$ cat config.mk
export PLATFORM = sky130hd
export DESIGN_NAME = regfile_wr_arbiter_flat
export DESIGN_NICKNAME = d
export VERILOG_FILES = /design/src/rtl/regfile_wr_arbiter_if.sv /design/src/rtl/regfile_wr_arbiter.sv /design/src/flat_wrapper.sv
export SDC_FILE = /design/constraint.sdc
export NUM_CORES = 1
export LEC_CHECK = 0
export BUFFER_PORTS_ARGS = -buffer_cell sky130_fd_sc_hd__buf_4
export CORE_MARGIN = 2
export CORE_UTILIZATION = 56
export CTS_BUF_LIST = sky130_fd_sc_hd__clkbuf_4 sky130_fd_sc_hd__clkbuf_8
export CTS_CLUSTER_DIAMETER = 60
export CTS_CLUSTER_SIZE = 25
export DETAILED_ROUTE_END_ITERATION = 8
export PLACE_DENSITY = 0.95
export SYNTH_ARGS = -nofsm -noshare
export SYNTH_HDL_FRONTEND = slang
export SYNTH_SLANG_ARGS = --single-unit
$ cat constraint.sdc
create_clock -name clk -period 5.05 [get_ports clk]
set_clock_uncertainty 0.15 [all_clocks]
set_input_delay 0.7575 -clock clk [delete_from_list [all_inputs] [get_ports clk]]
set_output_delay 0.7575 -clock clk [all_outputs]
set_load 0.03 [all_outputs]
$ cat src/rtl/regfile_wr_arbiter_if.sv
// Write-port sharing bus: core writeback, debug/loader push port and the
// register file WE3/A3/WD3 port, plus debug FIFO occupancy.
interface regfile_wr_arbiter_if #(
   parameter int AW    = 5,
   parameter int DW    = 32,
   parameter int DEPTH = 2
);
   localparam int PW = $clog2(DEPTH + 1);

   logic          core_we;
   logic [AW-1:0] core_addr;
   logic [DW-1:0] core_wd;
   logic          core_stall;

   logic          dbg_valid;
   logic [AW-1:0] dbg_addr;
   logic [DW-1:0] dbg_wd;
   logic          dbg_ready;

   logic          rf_we;
   logic [AW-1:0] rf_a3;
   logic [DW-1:0] rf_wd;
   logic [PW-1:0] pending;

   modport slave (
      input  core_we, core_addr, core_wd, dbg_valid, dbg_addr, dbg_wd,
      output core_stall, dbg_ready, rf_we, rf_a3, rf_wd, pending
   );

   modport master (
      output core_we, core_addr, core_wd, dbg_valid, dbg_addr, dbg_wd,
      input  core_stall, dbg_ready, rf_we, rf_a3, rf_wd, pending
   );
endinterface

$ cat src/rtl/regfile_wr_arbiter.sv
// Arbitrates the register file write port between core writeback and a
// buffered debug port; debug drains into free slots or steals one core cycle.
module regfile_wr_arbiter #(
   parameter int DEPTH    = 2,
   parameter int MAX_WAIT = 8,
   parameter int AW       = 5,
   parameter int DW       = 32
) (
   input  logic                clk,
   input  logic                rst_n,
   regfile_wr_arbiter_if.slave bus
);
   localparam int PTRW = $clog2(DEPTH);
   localparam int PW   = $clog2(DEPTH + 1);
   localparam int WCW  = (MAX_WAIT > 1) ? $clog2(MAX_WAIT) : 1;

   typedef enum logic {
      IDLE  = 1'b0,
      STEAL = 1'b1
   } state_t;

   state_t          state;
   logic [PTRW-1:0] rd_ptr;
   logic [PTRW-1:0] wr_ptr;
   logic [PW-1:0]   count;
   logic [WCW-1:0]  wait_cnt;

   logic [AW-1:0]   fifo_addr [DEPTH];
   logic [DW-1:0]   fifo_wd   [DEPTH];

   logic            empty;
   logic            push;
   logic            pop;
   logic            core_free;
   logic            blocked;
   logic [AW-1:0]   head_addr;
   logic [DW-1:0]   head_wd;

   logic            sel_we;
   logic [AW-1:0]   sel_a3;
   logic [DW-1:0]   sel_wd;

   assign empty     = (count == '0);
   assign head_addr = fifo_addr[rd_ptr];
   assign head_wd   = fifo_wd[rd_ptr];

   // Ready looks only at registered occupancy, so a same-cycle pop never frees a slot early.
   assign bus.dbg_ready = (count != PW'(DEPTH));
   assign push          = bus.dbg_valid && bus.dbg_ready;
   assign core_free     = !bus.core_we || (bus.core_addr == '0);
   assign pop           = !empty && ((state == STEAL) || core_free);
   assign blocked       = !empty && !core_free && (state == IDLE);

   assign bus.core_stall = (state == STEAL);
   assign bus.pending    = count;

   always_comb begin
      sel_we = 1'b0;
      sel_a3 = bus.core_addr;
      sel_wd = bus.core_wd;
      if (pop) begin
         sel_we = (head_addr != '0);
         sel_a3 = head_addr;
         sel_wd = head_wd;
      end else if (state == IDLE) begin
         sel_we = bus.core_we && (bus.core_addr != '0);
      end
   end

   // The core path is combinational, so the write enable is also gated by reset directly.
   assign bus.rf_we = rst_n && sel_we;
   assign bus.rf_a3 = sel_a3;
   assign bus.rf_wd = sel_wd;

   always_ff @(posedge clk) begin
      if (push) begin
         fifo_addr[wr_ptr] <= bus.dbg_addr;
         fifo_wd[wr_ptr]   <= bus.dbg_wd;
      end
   end

   always_ff @(posedge clk or negedge rst_n) begin
      if (!rst_n) begin
         rd_ptr <= '0;
         wr_ptr <= '0;
         count  <= '0;
      end else begin
         if (push) wr_ptr <= wr_ptr + PTRW'(1);
         if (pop)  rd_ptr <= rd_ptr + PTRW'(1);
         case ({push, pop})
            2'b10:   count <= count + PW'(1);
            2'b01:   count <= count - PW'(1);
            default: count <= count;
         endcase
      end
   end

   always_ff @(posedge clk or negedge rst_n) begin
      if (!rst_n) begin
         state    <= IDLE;
         wait_cnt <= '0;
      end else begin
         case (state)
            IDLE: begin
               if (blocked) begin
                  if (wait_cnt == WCW'(MAX_WAIT - 1)) begin
                     state    <= STEAL;
                     wait_cnt <= '0;
                  end else begin
                     wait_cnt <= wait_cnt + WCW'(1);
                  end
               end else begin
                  wait_cnt <= '0;
               end
            end
            STEAL: begin
               state    <= IDLE;
               wait_cnt <= '0;
            end
            default: begin
               state    <= IDLE;
               wait_cnt <= '0;
            end
         endcase
      end
   end
endmodule

$ cat src/flat_wrapper.sv
// flat-port wrapper written by rule: the top's interface ports become plain ports
module regfile_wr_arbiter_flat 
#(
   parameter int DEPTH    = 2,
   parameter int MAX_WAIT = 8,
   parameter int AW       = 5,
   parameter int DW       = 32
)
  (clk, rst_n, bus_core_we, bus_core_addr, bus_core_wd, bus_dbg_valid, bus_dbg_addr, bus_dbg_wd, bus_core_stall, bus_dbg_ready, bus_rf_we, bus_rf_a3, bus_rf_wd, bus_pending);
  regfile_wr_arbiter_if #(.AW(AW), .DW(DW), .DEPTH(DEPTH)) bus_i ();
  input  logic clk;
  input  logic rst_n;
  input wire logic [$bits(bus_i.core_we)-1:0] bus_core_we;
  input wire logic [$bits(bus_i.core_addr)-1:0] bus_core_addr;
  input wire logic [$bits(bus_i.core_wd)-1:0] bus_core_wd;
  input wire logic [$bits(bus_i.dbg_valid)-1:0] bus_dbg_valid;
  input wire logic [$bits(bus_i.dbg_addr)-1:0] bus_dbg_addr;
  input wire logic [$bits(bus_i.dbg_wd)-1:0] bus_dbg_wd;
  output wire logic [$bits(bus_i.core_stall)-1:0] bus_core_stall;
  output wire logic [$bits(bus_i.dbg_ready)-1:0] bus_dbg_ready;
  output wire logic [$bits(bus_i.rf_we)-1:0] bus_rf_we;
  output wire logic [$bits(bus_i.rf_a3)-1:0] bus_rf_a3;
  output wire logic [$bits(bus_i.rf_wd)-1:0] bus_rf_wd;
  output wire logic [$bits(bus_i.pending)-1:0] bus_pending;
  assign bus_i.core_we = bus_core_we;
  assign bus_i.core_addr = bus_core_addr;
  assign bus_i.core_wd = bus_core_wd;
  assign bus_i.dbg_valid = bus_dbg_valid;
  assign bus_i.dbg_addr = bus_dbg_addr;
  assign bus_i.dbg_wd = bus_dbg_wd;
  assign bus_core_stall = bus_i.core_stall;
  assign bus_dbg_ready = bus_i.dbg_ready;
  assign bus_rf_we = bus_i.rf_we;
  assign bus_rf_a3 = bus_i.rf_a3;
  assign bus_rf_wd = bus_i.rf_wd;
  assign bus_pending = bus_i.pending;
  regfile_wr_arbiter #(.DEPTH(DEPTH), .MAX_WAIT(MAX_WAIT), .AW(AW), .DW(DW)) u_core (.clk(clk), .rst_n(rst_n), .bus(bus_i));
endmodule
==> flow_metrics.py <==
metrics = {
    "outcome": {
        "outcome": "complete, no violations",
    },
    "final_layout": {
        "finish.net_count": 400,
        "drive_gt1_frac": 0.6728,
        "area_delta_synth_final_pct": 32.83,
        "post-route-cell-area_sq_um": 4758,
        "antenna_cells": 0,
        "fillers": 391,
    },
    "sta": {
        "fin_hold_ws_ps": 76.48,
        "rsz0062_at_grt": "no",
        "fin_setup_tns_ps": 0,
        "slew_violations": 0,
        "finalSetupViolCount": 0,
        "max_freq_ghz": 0.2786,
        "worst_slew_pin_slew_ps": 1110,
        "min_period_ps": 3589,
        "timing.final.ws_setup_ps": 1461,
        "min_period_over_period": 0.7107,
        "slew_headroom": 0.2580,
        "finalHoldViolCount": 0,
    },
    "worst_setup_path": {
        "crit_fanout": 23,
        "crit_family": "buffers and inverters",
        "cpMaxStageDelayCell": "nor2_4",
        "cp-end-kind": "output pin",
        "r2r-start": "u_core.bus.pending[0]$_DFFE_PN0P_",
        "critical_path_class": "in -> out",
        "crit_buf_inv": 3,
        "reg2reg_slack_ps": 2670,
        "r2r-end": "u_core.bus.pending[1]$_DFFE_PN0P_",
        "worstPathCellList": "buf_4, nor3_2, a21oi_2, nor2_4, buf_4, mux2_2, buf_4",
        "reg2reg_depth": 6,
        "worstPathRequired_ps": 4140,
        "worst_ep_arrival_time_ps": 2680,
        "crit_path_frequent_cell": "buf_4",
        "worstSetupStartpointType": "input port",
        "max_stage_delay_ps": 500,
    },
    "floorplanning": {
        "num_rows": 29,
        "die_h_microns": 83.98,
        "fp.dieW_microns": 83.98,
        "ios": 120,
        "start_util": 0.5707,
        "die_area_sq_um": 7053,
        "core_sq_um": 6277,
    },
    "routing": {
        "drc": 0,
        "wl_per_cell_microns": 17.35,
        "drtPass1Iterations": 4,
        "drt_iter0_drc": 135,
        "via_count": 2117,
        "wl_microns": 6958,
        "antenna_left": 0,
        "via_per_inst": 5.279,
    },
    "synth": {
        "synth.avg_cell_area_sq_um": 18.28,
        "ys_ff_latch": 82,
        "synth_cells": 196,
        "postSynthNetCount": 277,
        "async_reset_ff_frac": 0.09756,
        "ys_seq_area_frac": 0.6762,
        "synth_cell_types": 28,
        "yosys-top-cells-area": "edfxtp_1, mux2_2, dfrtp_1",
        "syn_area_sq_um": 3582,
        "synth-edff-count": 74,
        "ys_warn_count": 0,
        "synth_top_cell_area_share": 0.6203,
        "synth_ff_type": "edfxtp_1",
        "netlist.top_cell.by_area": "edfxtp_1",
    },
    "place": {
        "portBuffers": 119,
        "pre_cts_slack_ps": 1441,
        "placed_cell_area_sq_um": 4526,
        "dp_hpwl_microns": 4741,
        "globalplace.congestion": 0.7505,
    },
    "clock_tree": {
        "postCtsSetupRepairBufs": 0,
        "tritoncts": "done",
        "holdBufCountCts": 0,
        "cts_root_buffer": "clkbuf_8",
        "numCtsBuffers": 9,
        "clockBufferDepth": 2,
        "clock_latency_ps": 330,
        "clk_pin_slew_ps": 80,
        "cts_resized": 0,
        "cts_sinks": 82,
        "cts_htree_levels": 3,
    },
    "pwr": {
        "powerDensity_nw_per_um2": 548.7,
        "p_leak_nw": 1.905,
        "ir_drop_mv": 0.4986,
        "finalPower_mw": 2.611,
    },
    "global_routing": {
        "grt_max_degree": 41,
        "grt_overflow_total": 0,
        "track_usage": 0.2002,
        "grt_use_met2": 0.3433,
        "use_met3": 0.05242,
        "grt_pass1_wl_microns": 10760,
        "busiest_layer": "met2",
        "met1_usage": 0.2422,
        "antenna_found_initial": 0,
        "grt_pass1_vias": 2291,
    },
    "min_path": {
        "hp-class": "in -> async",
    },
    "run": {
        "cap_violations": 0,
    },
}
[kinds of logic after synthesis]
kind of cell,share of synthesized area
DFF,0.6762
muxes,0.2410
and+or+nand+nor,0.03563
buffers and inverters,0.01886
xor gates and xnor gates,0.01223
AOI/OAI and AO/OA,0.005589
adders and majority gates,0.01048
[metal layers]
layer  vias to the layer above  share of wire
met4                         0          0.015
met1                      1014           0.40
met3                        11          0.068
met2                        90           0.52
li1                       1002              -
met5                         -              0
[cell usage in the layout (no fill, tap or decap), types with 2 or more instances in the layout]
| cell type | n |
|---|---|
| xnor2_1 | 3 |
| mux2_4 | 8 |
| clkbuf_8 | 11 |
| nor2_1 | 3 |
| nand2_1 | 2 |
| and2_1 | 3 |
| nor2_4 | 2 |
| buf_4 | 120 |
| ha_1 | 3 |
| bufinv_16 | 2 |
| dfrtp_1 | 7 |
| nor2b_1 | 2 |
| xor2_1 | 2 |
| edfxtp_1 | 74 |
| nor4_1 | 2 |
| mux2_2 | 66 |
[sequential cells by signal, indices dropped and copies added (netlist names)]
signal                 count
u_core.rd_ptr              1
u_core.wr_ptr              1
u_core.wait_cnt            3
u_core.bus.core_stall      1
u_core.bus.pending         2
u_core.fifo_addr          10
u_core.fifo_wd            64
[worst reg2reg max path: stages, from the launching register on]
cell and delay, ps:
dfrtp_1 480, nor2_2 120, nor2_4 530, buf_4 430, ha_1 320, nor2_1 140
xor2_1 150
[layout make-up]
class,count,area (sq um),area share
clock buffers,12,158.9,0.03339
clock inverters,4,73.82,0.01551
inverters,1,3.754,0.0007889
multi-input cells,105,1101,0.2314
flip-flops and latches,82,2424,0.5093
well taps,77,96.34,0.02025
repair buffers,120,900.9,0.1893
[Yosys cell counts (3+ instances only)]
master / n
edfxtp_1: 74
mux2_2: 66
dfrtp_1: 8
mux2_4: 8
nor2_1: 4
and2_1: 3
ha_1: 3
xnor2_1: 3
[stage by stage]
stage	util	cells
3_3_place_gp	0.7209	385
5_1_grt	0.7580	401
3_5_place_dp	0.7209	385
2_1_floorplan	-	196
6_report	0.7580	401
4_1_cts	0.7580	401
[worst max-delay path by stage]
| stage | to | cells after the start | startpoint |
|---|---|---|---|
| after floorplan | u_core.fifo_addr[0][0]$_DFFE_PP_ | 3 | u_core.bus.pending[0]$_DFFE_PN0P_ |
| after global placement | bus_rf_wd[29] | 7 | bus_core_addr[3] |
| after detailed placement | bus_rf_wd[31] | 7 | bus_core_addr[3] |
| after CTS | bus_rf_wd[31] | 7 | bus_core_addr[3] |
| after global routing | bus_rf_wd[15] | 7 | bus_core_addr[3] |
| final | bus_rf_wd[20] | 7 | bus_core_addr[3] |
[power breakdown]
group          switching (mW)  internal (mW)
sequential              0.118          0.927
clock                   0.227          0.311
combinational           0.538          0.489
total                   0.882           1.73
No activity file was read; power rests on OpenSTA's default activity.
